==> src/rtl/lsu_mem_ctrl.sv <==
// Load/store controller: req/ack handshake to data memory with byte-lane alignment
// and load extension. Optional ack-wait watchdog enabled by LSU_TIMEOUT_EN.

module lsu_lane #(
  parameter int LANE = 0
) (
  input  logic       we_i,
  input  logic [1:0] size_i,
  input  logic [1:0] off_i,
  input  logic [7:0] sb_i,
  input  logic [7:0] sh_i,
  input  logic [7:0] sw_i,
  output logic       be_o,
  output logic [7:0] byte_o
);
  localparam logic [1:0] LID = 2'(LANE);

  always_comb begin
    be_o   = 1'b1;
    byte_o = sw_i;
    if (we_i) begin
      case (size_i)
        2'b00: begin be_o = (off_i == LID);       byte_o = sb_i; end
        2'b01: begin be_o = (off_i[1] == LID[1]); byte_o = sh_i; end
        default: ;
      endcase
    end
  end
endmodule

module lsu_mem_ctrl #(
  parameter int ANCHO   = 32,
  parameter int TIMEOUT = 255
) (
  input  logic             clk,
  input  logic             rst,
  input  logic             req_valid,
  input  logic             req_we,
  input  logic [2:0]       funct3,
  input  logic [ANCHO-1:0] address,
  input  logic [ANCHO-1:0] data_out,
  output logic [ANCHO-1:0] Memoria,
  output logic             done,
  output logic             busy,
  output logic             flagError,
  output logic             mem_req,
  output logic             mem_we,
  output logic [ANCHO-1:0] mem_addr,
  output logic [ANCHO-1:0] mem_wdata,
  output logic [3:0]       mem_be,
  input  logic [ANCHO-1:0] mem_rdata,
  input  logic             mem_ack
);
  localparam int NUM_LANES = ANCHO / 8;

  typedef enum logic [1:0] {S_IDLE, S_REQ, S_RESP, S_ERR} state_t;

  typedef struct packed {
    logic                 we;
    logic [2:0]           f3;
    logic [1:0]           off;
    logic [ANCHO-1:0]     addr;
    logic [ANCHO-1:0]     wdata;
    logic [NUM_LANES-1:0] be;
  } req_t;

  state_t state_q, state_d;
  req_t   req_q, req_n;
  logic [ANCHO-1:0] mem_q;

  logic [NUM_LANES-1:0]      lane_be;
  logic [NUM_LANES-1:0][7:0] lane_wdata;

  for (genvar g = 0; g < NUM_LANES; g++) begin : g_lane
    lsu_lane #(.LANE(g)) u_lane (
      .we_i   (req_we),
      .size_i (funct3[1:0]),
      .off_i  (address[1:0]),
      .sb_i   (data_out[7:0]),
      .sh_i   (data_out[8*(g%2) +: 8]),
      .sw_i   (data_out[8*g +: 8]),
      .be_o   (lane_be[g]),
      .byte_o (lane_wdata[g])
    );
  end

  logic legal, aligned, accept_ok;
  always_comb begin
    legal = req_we ? (funct3 inside {3'd0, 3'd1, 3'd2})
                   : (funct3 inside {3'd0, 3'd1, 3'd2, 3'd4, 3'd5});
    case (funct3[1:0])
      2'b01:   aligned = ~address[0];
      2'b10:   aligned = (address[1:0] == 2'b00);
      default: aligned = 1'b1;
    endcase
    accept_ok = legal && aligned;
  end

  always_comb begin
    req_n.we    = req_we;
    req_n.f3    = funct3;
    req_n.off   = address[1:0];
    req_n.addr  = {address[ANCHO-1:2], 2'b00};
    req_n.wdata = lane_wdata;
    req_n.be    = lane_be;
  end

`ifdef LSU_TIMEOUT_EN
  localparam int CNT_W = (TIMEOUT > 255) ? $clog2(TIMEOUT + 1) : 8;
  logic [CNT_W-1:0] cnt_q;
  logic             tmo;
  assign tmo = (cnt_q == CNT_W'(TIMEOUT - 1));

  always_ff @(posedge clk or negedge rst) begin
    if (!rst)                               cnt_q <= '0;
    else if (state_q == S_IDLE)             cnt_q <= '0;
    else if (state_q == S_REQ && !mem_ack)  cnt_q <= cnt_q + 1'b1;
  end
`else
  logic             tmo;
  logic [31:0]      unused_timeout;
  assign tmo            = 1'b0;
  assign unused_timeout = TIMEOUT;
`endif

  always_comb begin
    state_d = state_q;
    case (state_q)
      S_IDLE: if (req_valid) state_d = accept_ok ? S_REQ : S_ERR;
      S_REQ: begin
        if (mem_ack)  state_d = S_RESP;
        else if (tmo) state_d = S_ERR;
      end
      S_RESP:  state_d = S_IDLE;
      S_ERR:   state_d = S_IDLE;
      default: state_d = S_IDLE;
    endcase
  end

  always_ff @(posedge clk or negedge rst) begin
    if (!rst) state_q <= S_IDLE;
    else      state_q <= state_d;
  end

  // Extraction uses the offset captured at accept, not the live address.
  logic [7:0]       ld_b;
  logic [15:0]      ld_h;
  logic [ANCHO-1:0] ld_ext;
  always_comb begin
    ld_b = mem_rdata[{req_q.off, 3'b000} +: 8];
    ld_h = mem_rdata[{req_q.off[1], 4'b0000} +: 16];
    case (req_q.f3)
      3'd0:    ld_ext = {{(ANCHO-8){ld_b[7]}}, ld_b};
      3'd4:    ld_ext = {{(ANCHO-8){1'b0}}, ld_b};
      3'd1:    ld_ext = {{(ANCHO-16){ld_h[15]}}, ld_h};
      3'd5:    ld_ext = {{(ANCHO-16){1'b0}}, ld_h};
      default: ld_ext = mem_rdata;
    endcase
  end

  always_ff @(posedge clk or negedge rst) begin
    if (!rst) begin
      req_q <= '0;
      mem_q <= '0;
    end else begin
      if (state_q == S_IDLE && req_valid && accept_ok) req_q <= req_n;
      if (state_q == S_REQ && mem_ack && !req_q.we)    mem_q <= ld_ext;
    end
  end

  assign Memoria   = mem_q;
  assign busy      = (state_q != S_IDLE);
  assign done      = (state_q == S_RESP) || (state_q == S_ERR);
  assign flagError = (state_q == S_ERR);
  assign mem_req   = (state_q == S_REQ);
  assign mem_we    = req_q.we;
  assign mem_addr  = req_q.addr;
  assign mem_wdata = req_q.wdata;
  assign mem_be    = req_q.be;
endmodule

==> config.mk <==
export PLATFORM = sky130hd
export DESIGN_NAME = lsu_mem_ctrl
export DESIGN_NICKNAME = d
export VERILOG_FILES = /design/src/rtl/lsu_mem_ctrl.sv
export SDC_FILE = /design/constraint.sdc
export NUM_CORES = 1
export LEC_CHECK = 0
export ABC_CLOCK_PERIOD_IN_PS = 4340
export CAP_MARGIN = 20
export CORE_MARGIN = 10
export CORE_UTILIZATION = 50
export DETAILED_ROUTE_END_ITERATION = 8
export HOLD_SLACK_MARGIN = 0.12
export PLACE_DENSITY = 0.87
export SLEW_MARGIN = 20
export SYNTH_ARGS = -nofsm -noshare
export SYNTH_HDL_FRONTEND = slang
export SYNTH_HIERARCHICAL = 1
export SYNTH_SLANG_ARGS = --single-unit
==> constraint.sdc <==
create_clock -name clk -period 4.34 [get_ports clk]
set_clock_uncertainty 0.1 [all_clocks]
set_input_delay 0.651 -clock clk [delete_from_list [all_inputs] [get_ports clk]]
set_output_delay 0.651 -clock clk [all_outputs]
set_load 0.005 [all_outputs]
# Word-level counts from Yosys, hierarchy flattened
# Index checks and enable logic that the tools add are counted.
# Widths: inputs -> output; s select.
word_totals:
  reg_bits: 106
  elab_cells: 68
classes:
  bitwise: 2
  n_shift: 2
  eq_ne: 17
  reduce_logical: 18
  n_mux: 21
op_table:
  columns: ["op", "count"]
  rows:
  - ["$pmux 32 s4", 1]
  - ["$mux 8", 5]
  - ["$shiftx 32x6->16", 1]
  - ["$shiftx 32x6->8", 1]
  - ["$pmux 8 s2", 1]
  - ["$eq 3x3->1 const B", 4]
  - ["$eq 2x2->1 const B", 5]
  - ["$pmux 1 s2", 5]
  - ["$eq 2x1->1 const B", 3]
  - ["$eq 3x1->1 const B", 2]
  - ["$logic_not 2->1", 3]
  - ["$logic_not 3->1", 2]
  - ["$mux 2", 3]
  - ["$pmux 2 s3", 1]
  - ["$logic_and 1x1->1", 5]
  - ["$mux 1", 5]
  - ["$reduce_bool 5->1", 1]
  - ["$reduce_or 2->1", 2]
  - ["$eq 3x2->1 const B", 1]
  - ["$reduce_bool 3->1", 1]
  - ["$ne 2x1->1 const B", 1]
  - ["$ne 2x2->1 const B", 1]
  - ["$not 1->1", 2]
  - ["$reduce_and 2->1", 1]
  - ["other kinds (3)", 3]

# Depth between registers and ports, before layout
# Gate-level depths: netlist of the first run.
depth:
  ltp_word: 7
  depth_mapped: 7

# Cells and area by module
# The synthesis of the first run kept the hierarchy.
by_module_without_submodules:
  columns: ["mod", "instances", "area_per_inst_um2", "cells_each"]
  rows:
  - ["lsu_mem_ctrl", 1, 5049.8, 428]
  - ["lsu_lane (g_lane[2].u_lane)", 1, 280.3, 22]
  - ["lsu_lane (g_lane[0].u_lane)", 1, 276.5, 21]
  - ["lsu_lane (g_lane[3].u_lane)", 1, 274.0, 21]
  - ["lsu_lane (g_lane[1].u_lane)", 1, 271.5, 21]

# Worst setup path before layout of the first run
# Ideal clock, no wire load.
synth_path:
  kind: "input to register"
  startpoint: "in funct3[0]"
  endpoint: "reg req_q, in the netlist mem_addr[31]"
  slack_ps: 1986
  t_required_ps: 4115
  path_buffers: 1
  cell_stages: 7
  setup_time_ps: 125
  arrival_ps: 2129
  path_cell_list: "inv_1 -> ha_1 -> nand2b_1 -> o32ai_1 -> nor4_4 -> buf_2 -> mux2_2"
synth_between:
  elab_chain_len: 5
  elab_cells_between_ends: 13
  cone_classes: "eq/ne (6); mux (2); reduce/logical (5)"
synth_rtl:
  columns: ["item", "line_no", "rtl"]
  rows:
  - ["start, declared", "39", "input logic [2:0] funct3,"]
  - ["$eq 3x1->1, or another cell as far along", "89, 90", null]
  - ["$reduce_bool 5->1 / $reduce_bool 3->1 (equally long branches)", "90, 89", null]
  - ["$mux 1", "89", "legal = req_we ? (funct3 inside {3'd0, 3'd1, 3'd2})"]
  - ["$logic_and 1x1->1 (*)", "96", "accept_ok = legal && aligned;"]
  - ["$logic_and 1x1->1 (*)", "166", "if (state_q == S_IDLE && req_valid && accept_ok) req_q <= req_n;"]
  - ["end signal, assigned", "166", null]
  - ["end, declared", "68", "req_t req_q, req_n;"]
# Every way passes the cells marked *; elsewhere a longest branch is shown, timed or not.
# A chain may end at the register's enable or synchronous reset.

# Final worst setup path of the first run
layout_path:
  startpoint: "in funct3[1]"
  endpoint: "reg req_q, in the netlist mem_addr[12]"
# Same word-level chain as after synthesis.

==> results of run 1 <==
worst reg2reg max path, delay by kind of cell, from the launching register on:
family	cells	cell delay, ns
AOI/OAI and AO/OA	2	0.81
DFF	1	0.73
muxes	1	0.60
and+or+nand+nor	1	0.18
power by group through the flow:
stage	Clock (W)	Sequential, W	Combinational [W]
2_1_floorplan	0	0.00173	0.00141
3_3_place_gp	0	0.00186	0.00215
3_5_place_dp	0	0.00188	0.00220
4_1_cts	0.000951	0.00187	0.00222
5_1_grt	0.000989	0.00193	0.00236
6_report	0.000943	0.00186	0.00218
final timing paths:
path                                        endpoint                       from  slack [ns]  cells past startpoint
min                        mem_wdata[10]$_DFFE_PN0P_  mem_wdata[10]$_DFFE_PN0P_        0.38                      1
max in group asynchronous     Memoria[4]$_DFFE_PN0P_                        rst        2.64                      3
max reg2reg                  Memoria[20]$_DFFE_PN0P_      req_q[69]$_DFFE_PN0P_        1.77                      4
min in group asynchronous    Memoria[21]$_DFFE_PN0P_                        rst        0.66                      2
max                         mem_addr[12]$_DFFE_PN0P_                  funct3[1]        1.29                      8
min reg2reg                mem_wdata[10]$_DFFE_PN0P_  mem_wdata[10]$_DFFE_PN0P_        0.38                      1
timing repair:
action	in CTS	in global routing
setup endpoints to repair	0	0
hold buffers	1	0
endpoints found under the hold margin	23	0
cell usage after synthesis, drive strengths merged:
cell type  number
a221o           2
ha              3
nor4            1
dfrtp         106
o22ai           8
a2111oi         1
and2            1
nand2          29
conb            1
a211o           1
nor4bb          1
a22o            1
or3             1
buf            85
a32oi           2
o32ai           1
o21bai          1
clkbuf         14
o31ai           1
a31oi           1
a21oi          29
nand3           1
mux2i           2
o21ai          14
mux4            1
or2             1
or3b            1
nor2b           8
mux2          143
o31a            1
nand3b          8
nor3            2
nor3b           4
nor2           26
and2b           2
inv             4
nand2b          5
layout make-up:
class / count / area [um^2] / area share, %
timing repair buffer: 215 / 2120 / 26.1
clock inverter: 7 / 118 / 1.45
sequential: 106 / 2650 / 32.6
multi-input combinational: 305 / 2820 / 34.6
inverter: 4 / 15.0 / 0.185
clock buffer: 9 / 225 / 2.77
tap: 147 / 184 / 2.26
layer usage:
layer  track usage (%)  up-vias
li1                  -     1973
met1              22.5     2061
met2              31.6      152
met3              5.32       22
met4              5.69        0
met5                 0        -
cell families (layout without fill, tap and decap cells):
kind of cell             count (synthesis)  in the layout
AND/OR/NAND/NOR                         91             91
flip-flops                             106            106
buffers and inverters                  103            235
multiplexers                           146            146
AO/OA/AOI/OAI                           63             63
other                                    1              2
adder cells (fa/ha/maj)                  3              3
registers in the layout, summed over array words and instances, names as in the netlist:
register and cells:
state_q 2, mem_be 4, mem_wdata 32, mem_addr 30
Memoria 32, mem_we 1, req_q 5
through the flow:
| stage | total power, W | instances | hold WS (ns) | setup slack, ns | utilization [%] |
|---|---|---|---|---|---|
| after global placement | 0.00401 | 776 | 0.368 | 1.11 | 64.8 |
| after CTS | 0.00504 | 793 | 0.389 | 1.30 | 67.7 |
| final | 0.00498 | 793 | 0.383 | 1.29 | 67.7 |
| after floorplan | 0.00313 | 514 | 0.255 | 1.99 | - |
| after detailed placement | 0.00408 | 776 | 0.374 | 0.941 | 64.8 |
| after global routing | 0.00528 | 793 | 0.400 | 1.16 | 67.7 |
==> metrics, run 1 <==
TNS Setup 0 ns; maximum clock rate 0.328 GHz; die area 17100 um^2; max-cap violations 0; Comb pwr share 43.7%; power share of the clock group 18.9%; CTS Buffer Depth 2; switching portion of total power 30.3%; largest fanout on the critical path 51; synthesized area per cell 12.0 um^2; compound-gate portion of the synthesized area 6.20%; CP max stage cell clkdlybuf4s50_1; finished layout cell area 8140 um^2; Slew HR 26.3%; Root Buffer Master clkbuf_16; Top Layer Used met4; final period utilization 70.3%; Total Routing Usage GR 18.7%; Req. time, crit path 4.47 ns; Via density 5.31; Cell Area, Synth 6150 um^2; share of the synthesized area in the top cell type 43.1%; status finished clean; Antenna Cells 0; largest net degree at the start of global routing 52; Bufs and invs on worst path 3; xor and xnor area share after synthesis 0%; routed length on met2 8130 um; crit-path cells clkdlybuf4s50_1 -> inv_1 -> ha_1 -> nand2b_1 -> o32ai_1 -> nor4_4 -> buf_4 -> mux2_2; PD cells 613 nW/um^2; Pint 0.00347 W; Worst-Margin Slew 1.10 ns; commonest cells after routing, fill and taps aside 204 x clkdlybuf4s50_1, 106 x dfrtp_1, 73 x mux2_2, 64 x mux2_4; dpl hpwl 12500 um; # IOs 209; Hold Crit Class reg -> reg; cts bufs inserted 9; Avg WL per Cell 20.6 um; DRT iter0 DRCs 387; CTS tree yes; I/O Buffers 206; Post-Place Cell Area 7780 um^2; post-synth top area cell dfrtp_1; CTS sink cnt 106; clock-pin slew on the worst setup and hold paths 0.07 ns; Yosys Warn Count 6; Synth Area in Adders 0.610%; vias in the first global route 4448; Post CTS Setup Buffer Count 0; mux cell area share after synthesis 30.8%; Final #Nets 748; CP max stage delay 0.61 ns; H-tree Lvls 3; largest family of logic cells by synthesized area multiplexers; kind of critical path in -> reg; RePlAce Congestion 0.905; Final Max Tran Viols 0; Core ar. 12000 um^2; Worst setup SP type primary input; Seq/Total Area, Yosys 43.1%; flops & latches, synth 106; Largest delay share family, worst path buffers and inverters; Chip Width 131 um; Worst-Skew Late Latency 0.35 ns; layout cells sized above 1 26.8%; post-layout min period 3.05 ns; top cells by area, synth dfrtp_1 43%, mux2_4 16%, mux2_2 13%; antenna-violating nets left 0; Mapped Cells 513; RSZ-0062 raised after global routing false; gr ovfl total 0; static leakage 3.42 nW; # rows 40; CP Capture Type flop; vias 4208; Pre-antenna DRT Iters 7; met3 WL 1290 um; residual DRC count 0; growth of design area from synthesis to finish 32.3%; initial antenna violation count 0; simple-gate share of the synthesized area 7.81%; WL final 16300 um; count of final hold-check violations 0; Final Setup Violations 0; first-pass GRT wire length 24800 um; switching pwr 0.00151 W; Cell variety after synth 42; Seq pwr share 37.3%; worst vdd ir 0.306 mV; Worst Path Arrival 3.18 ns; Fillers 881; M1 wire length 6650 um; Initial Util 51.2%; commonest non-fill, non-tap cell in the layout clkdlybuf4s50_1; Die Span Y 131 um; Post-CTS Resized 0
Note: power is estimated with default switching activity, not from simulation.
==> run 2: changes to the inputs <==
--- a/config.mk
+++ b/config.mk
@@ -5,13 +5,13 @@
 export SDC_FILE = /design/constraint.sdc
 export NUM_CORES = 1
 export LEC_CHECK = 0
-export ABC_CLOCK_PERIOD_IN_PS = 4340
+export ABC_CLOCK_PERIOD_IN_PS = 2820
 export CAP_MARGIN = 20
 export CORE_MARGIN = 10
-export CORE_UTILIZATION = 50
+export CORE_UTILIZATION = 46
 export DETAILED_ROUTE_END_ITERATION = 8
 export HOLD_SLACK_MARGIN = 0.12
-export PLACE_DENSITY = 0.87
+export PLACE_DENSITY = 0.81
 export SLEW_MARGIN = 20
 export SYNTH_ARGS = -nofsm -noshare
 export SYNTH_HDL_FRONTEND = slang
==> constraint.sdc (replaced) <==
create_clock -name clk -period 2.82 [get_ports clk]
set_clock_uncertainty 0.1 [all_clocks]
set_input_delay 0.423 -clock clk [delete_from_list [all_inputs] [get_ports clk]]
set_output_delay 0.423 -clock clk [all_outputs]
set_load 0.005 [all_outputs]
==> run 2 against run 1 <==
  * Power grew 55%
  * Register-to-register slack lost 1.1 ns
  * Routed wire length grew 3.3%
  * Clock power grew 54%
  * Final cell count grew 4.3%
  * Global-route usage shrank 0.65 points
  * Worst hold slack lost 0.094 ns
  * Cell area grew 1.4%
  * Critical endpoint is now mem_addr[29]$_DFFE_PN0P_
==> metrics, run 2 (same netlist as run 1, synthesis figures left out) <==
vias 4326; post-layout min period 2.43 ns; Total Routing Usage GR 18.0%; R2R Setup Slk 0.68 ns; Largest delay share family, worst path buffers and inverters; dpl hpwl 13000 um; FF-to-FF End Memoria[0]$_DFFE_PN0P_; Hold Crit Class in -> reg; max-cap violations 0; # IOs 209; commonest cells after routing, fill and taps aside 204 x clkdlybuf4s50_1, 106 x dfrtp_1, 73 x mux2_2, 64 x mux2_4; largest net degree at the start of global routing 59; Slew HR 55.9%; Antenna Cells 0; Initial Util 46.6%; maximum clock rate 0.411 GHz; Core ar. 13200 um^2; status finished clean; clock-pin slew on the worst setup and hold paths 0.07 ns; RR Startpoint state_q[1]$_DFFE_PN0P_; Final Max Tran Viols 0; Req. time, crit path 2.95 ns; cts bufs inserted 9; RePlAce Congestion 0.914; final period utilization 86.3%; static leakage 3.47 nW; PD cells 939 nW/um^2; initial antenna violation count 0; Die Span Y 136 um; CP max stage delay 0.51 ns; crit-path cells clkdlybuf4s50_1 -> inv_1 -> ha_1 -> nand2b_1 -> o32ai_1 -> nor4_4 -> buf_12 -> mux2_2; CTS sink cnt 106; first-pass GRT wire length 26200 um; Worst setup SP type primary input; Worst-Margin Slew 0.662 ns; CTS Buffer Depth 2; Chip Width 136 um; Via density 5.23; kind of critical path in -> reg; Root Buffer Master clkbuf_16; CP max stage cell clkdlybuf4s50_1; Pre-antenna DRT Iters 4; Avg WL per Cell 20.4 um; H-tree Lvls 3; DRT iter0 DRCs 272; Bufs and invs on worst path 3; # rows 42; growth of design area from synthesis to finish 34.2%; Worst Path Arrival 2.56 ns; vias in the first global route 4684; TNS Setup 0 ns; die area 18400 um^2; WL final 16900 um; CP Capture Type flop; commonest non-fill, non-tap cell in the layout clkdlybuf4s50_1; antenna-violating nets left 0; Final #Nets 753; gr ovfl total 0; RSZ-0062 raised after global routing false; worst vdd ir 0.554 mV; count of final hold-check violations 0; Worst-Skew Late Latency 0.35 ns; largest fanout on the critical path 43; hold depth 2; hold path endpoint req_q[70]$_DFFE_PN0P_; layout cells sized above 1 27.2%; Overall Power 0.00775 W; I/O Buffers 206; CTS tree yes; Final Setup Violations 0; reg2reg path depth 5; Min-Delay Startpoint funct3[0]; residual DRC count 0
-- run 2: cell types whose count changed in the layout (fill, tap and decap cells not counted), sizes merged --
cell / before / now
inv: 4 / 5
clkinv: 1 / 2
clkinvlp: 3 / 0
buf: 10 / 15
clkbuf: 9 / 10
-- run 2: what timing repair did --
action / 4_1_cts / 5_1_grt
endpoints found under the hold margin: 48 / 0
gates resized for setup: 0 / 0
buffers inserted: 0 / 0
hold buffers: 1 / 0
-- run 2: per-layer routing --
| metal | GRT usage (%) | up-vias | part of all wire, % |
|---|---|---|---|
| li1 | - | 1981 | - |
| met1 | 21.3 | 2150 | 40 |
| met2 | 30.6 | 172 | 51 |
| met3 | 5.27 | 23 | 8.1 |
| met4 | 5.86 | 0 | 1.8 |
| met5 | 0 | - | 0 |
-- run 2: how the worst max path moves through the flow --
| stage | end | slack, ns | depth (start not counted) | start |
|---|---|---|---|---|
| detailed placement | mem_addr[29]$_DFFE_PN0P_ | 0.02 | 8 | funct3[1] |
| global route | mem_addr[23]$_DFFE_PN0P_ | 0.29 | 8 | funct3[1] |
| CTS | mem_addr[29]$_DFFE_PN0P_ | 0.40 | 8 | funct3[1] |
| global placement | mem_addr[27]$_DFFE_PN0P_ | 0.11 | 8 | funct3[1] |
| floorplan | mem_addr[31]$_DFFE_PN0P_ | 0.69 | 7 | funct3[0] |
| finish | mem_addr[29]$_DFFE_PN0P_ | 0.39 | 8 | funct3[1] |
-- run 2: metrics by stage --
step	instance area, um^2	util [%]	instances	worst slack [ns]	hold slack (ns)
after detailed placement	7890	59.8	810	0.0151	0.380
after floorplan	6160	-	514	0.694	0.0274
after CTS	8250	62.6	827	0.399	0.268
after global placement	7890	59.8	810	0.111	0.371
after global routing	8250	62.6	827	0.291	0.291
final	8250	62.6	827	0.387	0.289
-- run 2: layout make-up --
cell class                      count  area (um^2)
Sequential cell                   106         2650
Timing Repair Buffer              220         2200
Multi-Input combinational cell    305         2820
Fill cell                        1027         4940
Tap cell                          176          220
Clock inverter                      6          113
Clock buffer                       10          239
Inverter                            4         15.0
-- run 2: where the power goes --
group	total [W]	switching [W]	internal, W
logic	0.00347	0.00124	0.00223
clock network	0.00145	0.000556	0.000895
registers	0.00283	0.000544	0.00228
-- run 2: worst reg2reg max path, stage by stage (launching register included) --
cell	delay [ns]
dfrtp_1	0.50
nor4bb_4	0.39
buf_4	0.44
nand3_1	0.32
o22ai_1	0.21
a21oi_1	0.06
